## config.mk

```make
export PLATFORM = sky130hd
export DESIGN_NAME = omok_referee
export DESIGN_NICKNAME = d
export VERILOG_FILES = /design/src/rtl/omok_referee.sv
export SDC_FILE = /design/constraint.sdc
export NUM_CORES = 1
export LEC_CHECK = 0
export CAP_MARGIN = 30
export CORE_UTILIZATION = 39
export DETAILED_ROUTE_END_ITERATION = 7
export PLACE_DENSITY = 0.64
export SLEW_MARGIN = 0
export SYNTH_ARGS = -nofsm -noshare
export SYNTH_HDL_FRONTEND = slang
export SYNTH_SLANG_ARGS = --single-unit
```

## constraint.sdc

```tcl
create_clock -name clk -period 8.5 [get_ports clk]
set_input_delay 0.85 -clock clk [delete_from_list [all_inputs] [get_ports clk]]
set_output_delay 0.85 -clock clk [all_outputs]
set_load 0.02 [all_outputs]
```

## src/rtl/omok_referee.sv

```systemverilog
// rtl/omok_referee.sv - Omok game-rule referee: placement, five-in-a-row scan, turn/winner tracking
//
// Purpose:
//   Accepts stone placements, keeps black/white occupancy planes and, after
//   every accepted stone, walks the four line directions through it one cell
//   per cycle to detect five (or more) in a row. Then it resolves win, draw or
//   turn change.
//
// Optional feature:
//   OMOK_UNDO_EN - one-entry undo history. When undefined, undo_req is ignored
//   and no history registers exist.
//
// Ports:
//   clk, rst          clock; asynchronous active-high reset
//   put_req, put_pos  single-cycle placement request and target cell (row*N+col)
//   undo_req          single-cycle undo request
//   busy              scan/result in progress; requests ignored
//   reject            one-cycle pulse, the cycle after a refused request
//   black_board       bit pos set = black stone
//   white_board       bit pos set = white stone
//   turn              0 = black to move, 1 = white to move
//   game_over         win or draw reached
//   winner            00 none, 01 black, 10 white, 11 draw
//   move_count        stones on board

module omok_referee #(
  parameter int N       = 10,
  parameter int POS_W   = 7,
  parameter int CNT_W   = 7,
  parameter int WIN_LEN = 5
) (
  input  logic               clk,
  input  logic               rst,
  input  logic               put_req,
  input  logic [POS_W-1:0]   put_pos,
  input  logic               undo_req,
  output logic               busy,
  output logic               reject,
  output logic [N*N-1:0]     black_board,
  output logic [N*N-1:0]     white_board,
  output logic               turn,
  output logic               game_over,
  output logic [1:0]         winner,
  output logic [CNT_W-1:0]   move_count
);

  localparam int CELLS  = N * N;
  localparam int STEP_W = (WIN_LEN > 2) ? $clog2(WIN_LEN - 1) : 1;
  localparam int LEN_W  = $clog2(2 * WIN_LEN) + 1;
  // Wide enough for signed row/col walking off either edge and for row*N+col.
  localparam int RC_W   = POS_W + 2;

  localparam logic [STEP_W-1:0]      LAST_STEP = STEP_W'(WIN_LEN - 2);
  localparam logic signed [RC_W-1:0] ZERO_S    = '0;
  localparam logic signed [RC_W-1:0] N_S       = RC_W'(N);

  // PLACE is a spare encoding: placement happens on the request edge itself,
  // so IDLE goes straight to SCAN. PLACE is only a safe fall-through.
  typedef enum logic [1:0] {
    IDLE,
    PLACE,
    SCAN,
    RESULT
  } state_t;

  state_t state_q, state_d;

  // Scan bookkeeping
  logic [1:0]             dir;        // 0 H, 1 V, 2 D, 3 A
  logic                   neg;        // walking the negative sense
  logic [STEP_W-1:0]      step;       // 0 .. WIN_LEN-2
  logic                   blocked;
  logic [LEN_W-1:0]       line_len;
  logic                   win_flag;
  logic signed [RC_W-1:0] org_r, org_c;

  // Request decode
  logic             in_range, occupied, put_take, put_ok, put_bad;
  logic             undo_take, undo_ok, undo_bad;
  logic [CELLS-1:0] occ;

`ifdef OMOK_UNDO_EN
  logic [POS_W-1:0] hist_pos;
  logic             hist_valid;
`else
  logic             undo_req_unused;
  assign undo_req_unused = undo_req;
`endif

  assign busy = (state_q != IDLE);
  assign occ  = black_board | white_board;

  always_comb begin
    in_range  = ({1'b0, put_pos} < (POS_W + 1)'(CELLS));
    occupied  = in_range && occ[put_pos];
`ifdef OMOK_UNDO_EN
    undo_take = (state_q == IDLE) && undo_req;
    undo_ok   = undo_take && hist_valid;
    undo_bad  = undo_take && !hist_valid;
`else
    undo_take = 1'b0;
    undo_ok   = 1'b0;
    undo_bad  = 1'b0;
`endif
    // Undo wins over a simultaneous put; the put is dropped without reject.
    put_take  = (state_q == IDLE) && put_req && !undo_take;
    put_ok    = put_take && in_range && !occupied && !game_over;
    put_bad   = put_take && !put_ok;
  end

  // Current walk cell: origin + (step+1) * direction, in row/col space so a
  // walk never wraps from one row end into the next row.
  logic signed [RC_W-1:0] dr, dc, k, cur_r, cur_c, lin;
  logic [POS_W-1:0]       idx;
  logic [CELLS-1:0]       mover;
  logic                   on_board, hit, dir_end, scan_last;
  logic [LEN_W-1:0]       len_upd;

  always_comb begin
    dr = '0;
    dc = '0;
    case (dir)
      2'd0:    begin dr = ZERO_S;       dc = RC_W'(1);  end
      2'd1:    begin dr = RC_W'(1);     dc = ZERO_S;    end
      2'd2:    begin dr = RC_W'(1);     dc = RC_W'(1);  end
      default: begin dr = RC_W'(1);     dc = -RC_W'(1); end
    endcase
    if (neg) begin
      dr = -dr;
      dc = -dc;
    end
    k        = $signed(RC_W'(step) + RC_W'(1));
    cur_r    = org_r + dr * k;
    cur_c    = org_c + dc * k;
    on_board = (cur_r >= ZERO_S) && (cur_r < N_S) &&
               (cur_c >= ZERO_S) && (cur_c < N_S);
    lin      = cur_r * N_S + cur_c;
    idx      = POS_W'(lin);
    mover    = turn ? white_board : black_board;
    hit      = !blocked && on_board && mover[idx];
    len_upd  = line_len + LEN_W'(hit);
    dir_end  = (step == LAST_STEP) && neg;
    scan_last = dir_end && (dir == 2'd3);
  end

  // FSM state register
  always_ff @(posedge clk or posedge rst) begin
    if (rst) state_q <= IDLE;
    else     state_q <= state_d;
  end

  // FSM next state
  always_comb begin
    state_d = state_q;
    case (state_q)
      IDLE:    if (put_ok) state_d = SCAN;
      PLACE:   state_d = SCAN;
      SCAN:    if (scan_last) state_d = RESULT;
      RESULT:  state_d = IDLE;
      default: state_d = IDLE;
    endcase
  end

  // Board, turn, result and scan datapath
  always_ff @(posedge clk or posedge rst) begin
    if (rst) begin
      black_board <= '0;
      white_board <= '0;
      turn        <= 1'b0;
      game_over   <= 1'b0;
      winner      <= 2'b00;
      move_count  <= '0;
      reject      <= 1'b0;
      dir         <= 2'd0;
      neg         <= 1'b0;
      step        <= '0;
      blocked     <= 1'b0;
      line_len    <= LEN_W'(1);
      win_flag    <= 1'b0;
      org_r       <= '0;
      org_c       <= '0;
`ifdef OMOK_UNDO_EN
      hist_pos    <= '0;
      hist_valid  <= 1'b0;
`endif
    end else begin
      reject <= put_bad | undo_bad;

      if (put_ok) begin
        if (turn) white_board[put_pos] <= 1'b1;
        else      black_board[put_pos] <= 1'b1;
        move_count <= move_count + CNT_W'(1);
        org_r      <= RC_W'(put_pos / N);
        org_c      <= RC_W'(put_pos % N);
        dir        <= 2'd0;
        neg        <= 1'b0;
        step       <= '0;
        blocked    <= 1'b0;
        line_len   <= LEN_W'(1);
        win_flag   <= 1'b0;
`ifdef OMOK_UNDO_EN
        hist_pos   <= put_pos;
        hist_valid <= 1'b1;
`endif
      end

`ifdef OMOK_UNDO_EN
      if (undo_ok) begin
        black_board[hist_pos] <= 1'b0;
        white_board[hist_pos] <= 1'b0;
        move_count            <= move_count - CNT_W'(1);
        // The removed stone's owner moves again.
        turn                  <= white_board[hist_pos];
        game_over             <= 1'b0;
        winner                <= 2'b00;
        hist_valid            <= 1'b0;
      end
`endif

      if (state_q == SCAN) begin
        if (step == LAST_STEP) begin
          step    <= '0;
          blocked <= 1'b0;
          if (neg) begin
            // Direction finished: new stone + both runs
            if (len_upd >= LEN_W'(WIN_LEN)) win_flag <= 1'b1;
            neg      <= 1'b0;
            dir      <= dir + 2'd1;
            line_len <= LEN_W'(1);
          end else begin
            neg      <= 1'b1;
            line_len <= len_upd;
          end
        end else begin
          step     <= step + STEP_W'(1);
          line_len <= len_upd;
          // Once blocked, the rest of this walk only burns cycles.
          blocked  <= blocked | !hit;
        end
      end

      if (state_q == RESULT) begin
        if (win_flag) begin
          game_over <= 1'b1;
          winner    <= turn ? 2'b10 : 2'b01;
        end else if (move_count == CNT_W'(CELLS)) begin
          game_over <= 1'b1;
          winner    <= 2'b11;
        end else begin
          turn <= ~turn;
        end
      end
    end
  end

endmodule

```

**Word-level counts from Yosys, hierarchy flattened**

Cells that the tools add are included.

- Bits in registers: 244
- Bits of input ports: 11
- Output and inout port bits: 213
- Logic and storage cells: 129

- $add $sub $neg: 10
- $mul: 3
- Div/mod/pow operators: 2
- $lt $le $gt $ge: 9
- Eq/ne operators: 10
- Multiplexer cells: 42
- Bitwise logic cells: 7
- Reductions and logical operators: 30

Operator list:

| operator | number |
|---|---|
| $or 100x100->100 | 3 |
| $mux 100 | 1 |
| $div 7x4->32 const B | 1 |
| $mod 7x4->32 const B | 1 |
| $mux 2 | 12 |
| $mux 5 | 4 |
| $add 9x9->9 | 2 |
| $ge 9x1->1 const B | 2 |
| $lt 9x5->1 const B | 2 |
| $mul 9x4->9 | 2 |
| $mux 1 | 18 |
| $mux 9 | 2 |
| $neg 9->9 | 2 |
| $pmux 9 s2 | 1 |
| $lt 7x8->1 const B | 2 |
| $bmux 1 s7 | 2 |
| $logic_and 1x1->1 | 14 |
| $eq 2x2->1 const B | 5 |
| $mul 9x4->6 const B | 1 |
| $pmux 2 s4 | 1 |
| $reduce_and 2->1 | 4 |
| $add 7x1->7 const B | 1 |
| $add 7x7->7 | 1 |
| $demux 1 s7 | 1 |
| 16 further kinds | 28 |

**Longest topological paths before layout**

Gate-level depths: netlist of the first run.

- Depth after elaboration: 18
- Depth in mapped cells: 31
- Mapped depth without buffers: 31

**Least setup slack after synthesis of the first run**

No wires, ideal clock.

- Path kind: register -> register
- Start point: register step[0]
- End point: register win_flag
- Library setup time: 0.121 ns
- Arrival: 6.632 ns
- Required time: 8.379 ns
- Setup slack: 1.747 ns
- Cell stages (with the launch flop): 29
- Path buffers: 0
- Clock period less this slack: 6.753 ns
- Cell sequence: dfrtp_1 > ha_1 > nand3b_1 > inv_1 > ha_1 > inv_1 > fa_1 > fa_1 > inv_1 > ha_1 > a21oi_1 > xnor2_1 > ha_1 > inv_1 > fa_1 > inv_1 > ha_1 > xnor2_1 > or3_1 > o21a_1 > o221ai_1 > a2111oi_0 > ha_1 > ha_1 > or2_2 > maj3_1 > o21ai_0 > a21o_1 > o21ai_1

- Longest elaborated chain between the ends: 15
- Elaborated cells on any way between the ends: 25
- Those cells by class: add/sub (5); mul (3); order compare (5); eq/ne (1); mux (6); reduce/logical (5)

Ends and longest elaborated chain:

| element | line | RTL |
|---|---|---|
| from (decl) | 71 | `logic [STEP_W-1:0] step;` |
| from (signal assigned) | 235 | `step <= step + STEP_W'(1);` |
| parallel branches: the longest is 13 deep, another holds $mul 9x4->9 | -- |  |
| $mux 1 (*) | 221 | `if (step == LAST_STEP) begin` |
| $mux 1 (*) | 220 | `if (state_q == SCAN) begin` |
| to (signal assigned) | 179 | `win_flag <= 1'b0;` |
| to (signal assigned) | 200 | `win_flag <= 1'b0;` |
| to (signal assigned) | 226 | `if (len_upd >= LEN_W'(WIN_LEN)) win_flag <= 1'b1;` |
| to (decl) | 74 | `logic win_flag;` |

Every way passes the cells marked *. The select of a mux whose other input is x is not followed.
A chain may end at the register's enable or synchronous reset.

**Worst setup path in the final report of the first run**

Same ends and word-level chain as after synthesis.

==> results.sh, run 1 <==
export IMPL_cts_root_buf="clkbuf_16"
export IMPL_synth_seq_cells=239
export IMPL_cts_resized=0
export IMPL_hold_depth=1
export IMPL_max_slew_margin_rel=0.3253
export IMPL_cp_start_kind="register"
export IMPL_crit_required_ns=8.91
export IMPL_post_dp_hpwl_um=32350
export IMPL_fin_setup_tns_ns=0
export IMPL_fmax_ghz=0.1311
export IMPL_cts_tree="yes"
export IMPL_cts_buffer_depth=3
export IMPL_cts_setup_buffers=0
export IMPL_finalHoldViolCount=0
export IMPL_critPathKind="register to register"
export IMPL_critPathMaxStageDelay_ns=0.54
export IMPL_yosysWarnings=0
export IMPL_layout_common_cells="237 x dfrtp_1, 222 x clkdlybuf4s50_1, 180 x a31o_1"
export IMPL_syn_inst=1246
export IMPL_synth_simple_area_share=0.1155
export IMPL_rsz0062_at_grt="false"
export IMPL_cts_buffers=27
export IMPL_clk_pin_slew_ns=0.06
export IMPL_final_common_cell="dfrtp_1"
export IMPL_seq_area_frac_synth=0.4270
export IMPL_area_growth_syn_to_layout_pct=25.43
export IMPL_met2_wirelength_um=21710
export IMPL_worstSetupEndpointType="register"
export IMPL_cts_hold_buf=0
export IMPL_drt_first_pass_iters=5
export IMPL_synth_top_family_by_area="compound AO/OA/AOI/OAI gates"
export IMPL_grt_max_degree=159
export IMPL_finalSetupViolations=0
export IMPL_drtAntennaViolNets=0
export IMPL_max_cap_violations=0
export IMPL_cts_max_level=1
export IMPL_synth_compound_area_frac=0.1976
export IMPL_antenna_found_initial=2
export IMPL_synthFlopType="dfrtp_1"
export IMPL_synthAdderAreaFrac=0.07145
export IMPL_grt_usage=0.2549
export IMPL_crit_path_frequent_cell="ha_1"
export IMPL_synth_edf_count=0
export IMPL_slew_violations=0
export IMPL_synth_avg_cell_area_um2=11.24
export IMPL_ioPinCount=224
export IMPL_fp_dieH_um=191.5
export IMPL_synthMuxAreaShare=0.1095
export IMPL_yosys_cell_types_count=76
export IMPL_synthXorXnorAreaFrac=0.02161
export IMPL_min_period_over_period=0.8972
export IMPL_cp_data_arrival_time_ns=8.03
export IMPL_synth_nets=1326
export IMPL_core_area_um2=35480
export IMPL_crit_fanout=8
export IMPL_ys_async_sr_fraction=1.000
export IMPL_final_nets=1524
export IMPL_wl_met1_um=18610
export IMPL_vias=11760
export IMPL_highest_layer="met4"
export IMPL_die_width_um=191.5
export IMPL_dr_wl_met3_um=3713
export IMPL_wl_um=46050
export IMPL_num_rows=69
export IMPL_clk_latency_ns=0.55
export IMPL_outcome="finished, final reports clean"
export IMPL_die_area_um2=36680
export IMPL_drc=0
export IMPL_place_congestion=0.9250
export IMPL_grt_pass1_wl_um=71340
export IMPL_worst_slew_pin_slew_ns=1.004
export IMPL_port_buffers=222
export IMPL_hold_class="register to register"
export IMPL_wire_per_inst_um=23.89
export IMPL_fin_crit_ns=7.626
export IMPL_grt_pass1_vias=11884
export IMPL_avgViaCountPerCell=6.100
export IMPL_grt_ovfl_total=0
export IMPL_drive_gt1_frac=0.1208
export IMPL_synth_area_um2=14010
export IMPL_cts_sinks=239
export IMPL_skew_ns=0.01270
export IMPL_cpMaxStageDelayCell="a2111oi_0"
export IMPL_worst_r2r_path_depth=29
export IMPL_start_util=0.3948
export IMPL_drt_iter0_drc=1133
logic make-up after synthesis:
| family | after synthesis |
|---|---|
| AO/OA/AOI/OAI | 344 |
| XOR/XNOR | 33 |
| adder cells (fa/ha/maj) | 70 |
| buffers and inverters | 162 |
| flip-flops | 239 |
| multiplexers | 85 |
| AND/OR/NAND/NOR | 313 |
cell type report:
cell class | instances | area, um2
Timing Repair Buffer | 255 | 2495
Inverter | 76 | 292.8
Fill cell | 3191 | 17910
Sequential cell | 239 | 5983
Clock buffer | 39 | 810.8
Multi-Input combinational cell | 845 | 7264
Tap cell | 461 | 576.8
Antenna cell | 2 | 5.005
Clock inverter | 11 | 142.6
cells in the mapped netlist (all sizes together) (4+ instances only):
| cell type | count | area share |
|---|---|---|
| mux2 | 6 | 0.0048 |
| o31ai | 6 | 0.0032 |
| or3b | 4 | 0.0025 |
| nand2 | 40 | 0.011 |
| xor2 | 10 | 0.0063 |
| xnor2 | 22 | 0.014 |
| clkbuf | 32 | 0.0086 |
| a21o | 5 | 0.0027 |
| nor2 | 86 | 0.023 |
| nand4 | 7 | 0.0031 |
| o311ai | 8 | 0.0050 |
| nand2b | 11 | 0.0049 |
| nor2b | 20 | 0.0089 |
| inv | 76 | 0.020 |
| dfrtp | 238 | 0.43 |
| and3b | 4 | 0.0025 |
| mux4 | 54 | 0.087 |
| o211ai | 6 | 0.0032 |
| ha | 52 | 0.046 |
| buf | 54 | 0.028 |
| a22oi | 18 | 0.0096 |
| fa | 17 | 0.024 |
| or2 | 4 | 0.0018 |
| mux2i | 25 | 0.018 |
| nand3 | 14 | 0.0054 |
| or3 | 14 | 0.0063 |
| nand3b | 4 | 0.0033 |
| nor4b | 5 | 0.0031 |
| o22ai | 6 | 0.0027 |
| nor3b | 5 | 0.0030 |
| a211oi | 15 | 0.0089 |
| nor3 | 71 | 0.025 |
| o21a | 4 | 0.0021 |
| o21ai | 33 | 0.012 |
| and3 | 4 | 0.0018 |
| a21oi | 14 | 0.0050 |
| nor4 | 14 | 0.0063 |
| o221ai | 5 | 0.0031 |
| a31o | 200 | 0.13 |
worst paths after layout:
kind | startpoint | end | slack [ns]
max reg2reg | step[0]$_DFFE_PP0P_ | win_flag$_DFF_PP0_ | 0.87
min | org_c[7]$_DFFE_PP0P_ | org_c[7]$_DFFE_PP0P_ | 0.49
min reg2reg | org_c[7]$_DFFE_PP0P_ | org_c[7]$_DFFE_PP0P_ | 0.49
max in group asynchronous | rst | black_board[11]$_DFFE_PP0P_ | 6.42
max | step[0]$_DFFE_PP0P_ | win_flag$_DFF_PP0_ | 0.87
min in group asynchronous | rst | game_over$_DFFE_PP0P_ | 0.76
flip-flops by register name, summed over array words and instances, names as in the netlist:
register     cells
state_q          2
dir              2
reject           1
line_len         5
move_count       7
white_board    100
org_r            4
black_board    100
org_c            9
winner           2
blocked          1
step             2
neg              1
win_flag         1
game_over        1
turn             1
layer usage:
metal,up-vias,track usage
li1,5132,-
met3,109,0.05581
met1,6001,0.3336
met5,-,0
met2,518,0.4038
met4,0,0.1148
worst max-delay path: cells and delay by family, from the launching register on:
family	cells	cell delay [ns]
compound gates	6	1.16
xor+xnor	2	0.70
fa+ha+maj	12	3.82
buf+inv	5	0.49
flops	1	0.49
simple gates	4	0.80
stage by stage:
step / cells / hold WS, ns / setup WS, ns / util / instance area, um2
after floorplan: 1246 / 0.4581 / 1.092 / - / 14010
after global placement: 1870 / 0.4739 / 0.9702 / 0.4666 / 16550
after detailed placement: 1874 / 0.4799 / 0.9137 / 0.4673 / 16580
after CTS: 1924 / 0.4933 / 0.8558 / 0.4941 / 17530
after global routing: 1927 / 0.5149 / 0.3074 / 0.4951 / 17570
final: 1928 / 0.4877 / 0.8735 / 0.4952 / 17570
Power of run 1 is not shown: default switching activity piles up to over one toggle a cycle in this logic, so the estimate is an artifact.
==> inputs of run 2 (changes only) <==
--- a/config.mk
+++ b/config.mk
@@ -8,6 +8,7 @@
 export CAP_MARGIN = 30
 export CORE_UTILIZATION = 39
 export DETAILED_ROUTE_END_ITERATION = 7
+export MAX_ROUTING_LAYER = met4
 export PLACE_DENSITY = 0.64
 export SLEW_MARGIN = 0
 export SYNTH_ARGS = -nofsm -noshare
==> run 2 against run 1 <==
Die area stayed put. Clock-buffer cell count stayed put. Flip-flop and latch count stayed put. Non-clock buffer count stayed put. Clock skew is 0.0030 ns higher. Critical path depth stayed put. Global-route usage is 0.71 points higher. Cell area is 0.62% lower. Wire length is 0.13% higher. Worst setup slack worse by 0.049 ns. Sequential share of layout area is 0.21 points higher. Critical endpoint unchanged. Highest routed layer unchanged.
==> results.sh, run 2 (synthesis gave the netlist of run 1 again) <==
export IMPL_post_dp_hpwl_um=32350
export IMPL_layout_area_seq_um2=5983
export IMPL_core_area_um2=35480
export IMPL_nFillCells=3230
export IMPL_cts_resized=0
export IMPL_slew_violations=0
export IMPL_drtAntennaViolNets=0
export IMPL_num_rows=69
export IMPL_vias=11760
export IMPL_ioPinCount=224
export IMPL_rsz0062_at_grt="false"
export IMPL_grt_usage=0.2620
export IMPL_min_period_over_period=0.9031
export IMPL_multi_input_area_um2=7264
export IMPL_cts_tree="yes"
export IMPL_layout_common_cells="237 x dfrtp_1, 222 x clkdlybuf4s50_1, 180 x a31o_1"
export IMPL_crit_path_frequent_cell="ha_1"
export IMPL_clk_pin_slew_ns=0.06
export IMPL_clk_latency_ns=0.54
export IMPL_place_congestion=0.9393
export IMPL_crit_fanout=8
export IMPL_cts_buffers=27
export IMPL_grt_pass1_wl_um=71230
export IMPL_grt_max_degree=158
export IMPL_drt_first_pass_iters=5
export IMPL_cts_sinks=239
export IMPL_port_buffers=222
export IMPL_finalSetupViolations=0
export IMPL_grt_ovfl_total=0
export IMPL_cts_hold_buf=0
export IMPL_area_growth_syn_to_layout_pct=24.65
export IMPL_final_nets=1524
export IMPL_max_slew_margin_rel=0.3171
export IMPL_grt_pass1_vias=11774
export IMPL_antenna_found_initial=3
export IMPL_start_util=0.3948
export IMPL_fp_dieH_um=191.5
export IMPL_cts_max_level=1
export IMPL_fmax_ghz=0.1303
export IMPL_cp_data_arrival_time_ns=8.10
export IMPL_cp_start_kind="register"
export IMPL_critPathKind="register to register"
export IMPL_cts_setup_buffers=0
export IMPL_cts_buffer_depth=3
export IMPL_reg_largest_list="black_board: 100 flops, white_board: 100 flops, org_c: 9 flops"
export IMPL_final_cells=1927
export IMPL_fin_crit_ns=7.676
export IMPL_cts_root_buf="clkbuf_16"
export IMPL_finalHoldViolCount=0
export IMPL_critPathMaxStageDelay_ns=0.60
export IMPL_avgViaCountPerCell=6.103
export IMPL_final_common_cell="dfrtp_1"
export IMPL_worstSetupEndpointType="register"
export IMPL_outcome="finished, final reports clean"
export IMPL_dp_cells=1875
export IMPL_wl_um=46120
export IMPL_cpMaxStageDelayCell="a2111oi_0"
export IMPL_die_area_um2=36680
export IMPL_skew_ns=0.01568
export IMPL_crit_required_ns=8.92
export IMPL_drc=0
export IMPL_fin_setup_tns_ns=0
export IMPL_drive_gt1_frac=0.1169
export IMPL_hold_class="register to register"
export IMPL_worst_slew_pin_slew_ns=1.012
export IMPL_drt_iter0_drc=1154
export IMPL_die_width_um=191.5
export IMPL_wire_per_inst_um=23.93
export IMPL_max_cap_violations=0
[run 2: metal layers]
layer  wire [um]  vias up  global-route usage
met4        1616        0             0.09158
li1            -     5142                   -
met3        3810      104             0.05012
met1       18710     5974              0.3392
met2       21980      540              0.4104
met5           0        -                   -
[run 2: path summary, 6_finish.rpt]
check | start | end | slack (ns) | cells past startpoint
worst max-delay path | step[0]$_DFFE_PP0P_ | win_flag$_DFF_PP0_ | 0.82 | 29
worst min-delay path | org_c[2]$_DFFE_PP0P_ | org_c[2]$_DFFE_PP0P_ | 0.50 | 1
worst max register to register | step[0]$_DFFE_PP0P_ | win_flag$_DFF_PP0_ | 0.82 | 29
worst min register to register | org_c[2]$_DFFE_PP0P_ | org_c[2]$_DFFE_PP0P_ | 0.50 | 1
max in group asynchronous | rst | black_board[45]$_DFFE_PP0P_ | 6.39 | 3
min in group asynchronous | rst | turn$_DFFE_PP0P_ | 0.82 | 2
[run 2: area by class of cell]
cell class,instances,area share
clock inverters,9,0.004371
multi-input cells,845,0.4160
clock buffers,39,0.04414
diodes,3,0.0004299
repair buffers,255,0.1426
flip-flops and latches,239,0.3426
inverters,76,0.01677
well taps,461,0.03303
[run 2: per-stage QoR]
step / hold slack (ns) / worst slack [ns] / cell area (um2) / util
after floorplan: 0.4581 / 1.092 / 14010 / -
after global placement: 0.4728 / 0.9444 / 16550 / 0.4666
after detailed placement: 0.4871 / 0.8973 / 16600 / 0.4679
after CTS: 0.4998 / 0.8439 / 17450 / 0.4918
after global routing: 0.5074 / 0.2566 / 17460 / 0.4921
final: 0.4993 / 0.8241 / 17460 / 0.4921
[run 2: worst max-delay path: cells and delay by family, from the launching register on]
kind / cells / cell delay (ns)
AOI/OAI and AO/OA: 7 / 1.42
buffers and inverters: 6 / 0.49
xor gates and xnor gates: 2 / 0.57
DFF: 1 / 0.46
adders and majority gates: 11 / 3.91
and+or+nand+nor: 3 / 0.66
Power of run 2 is left out for the same reason.
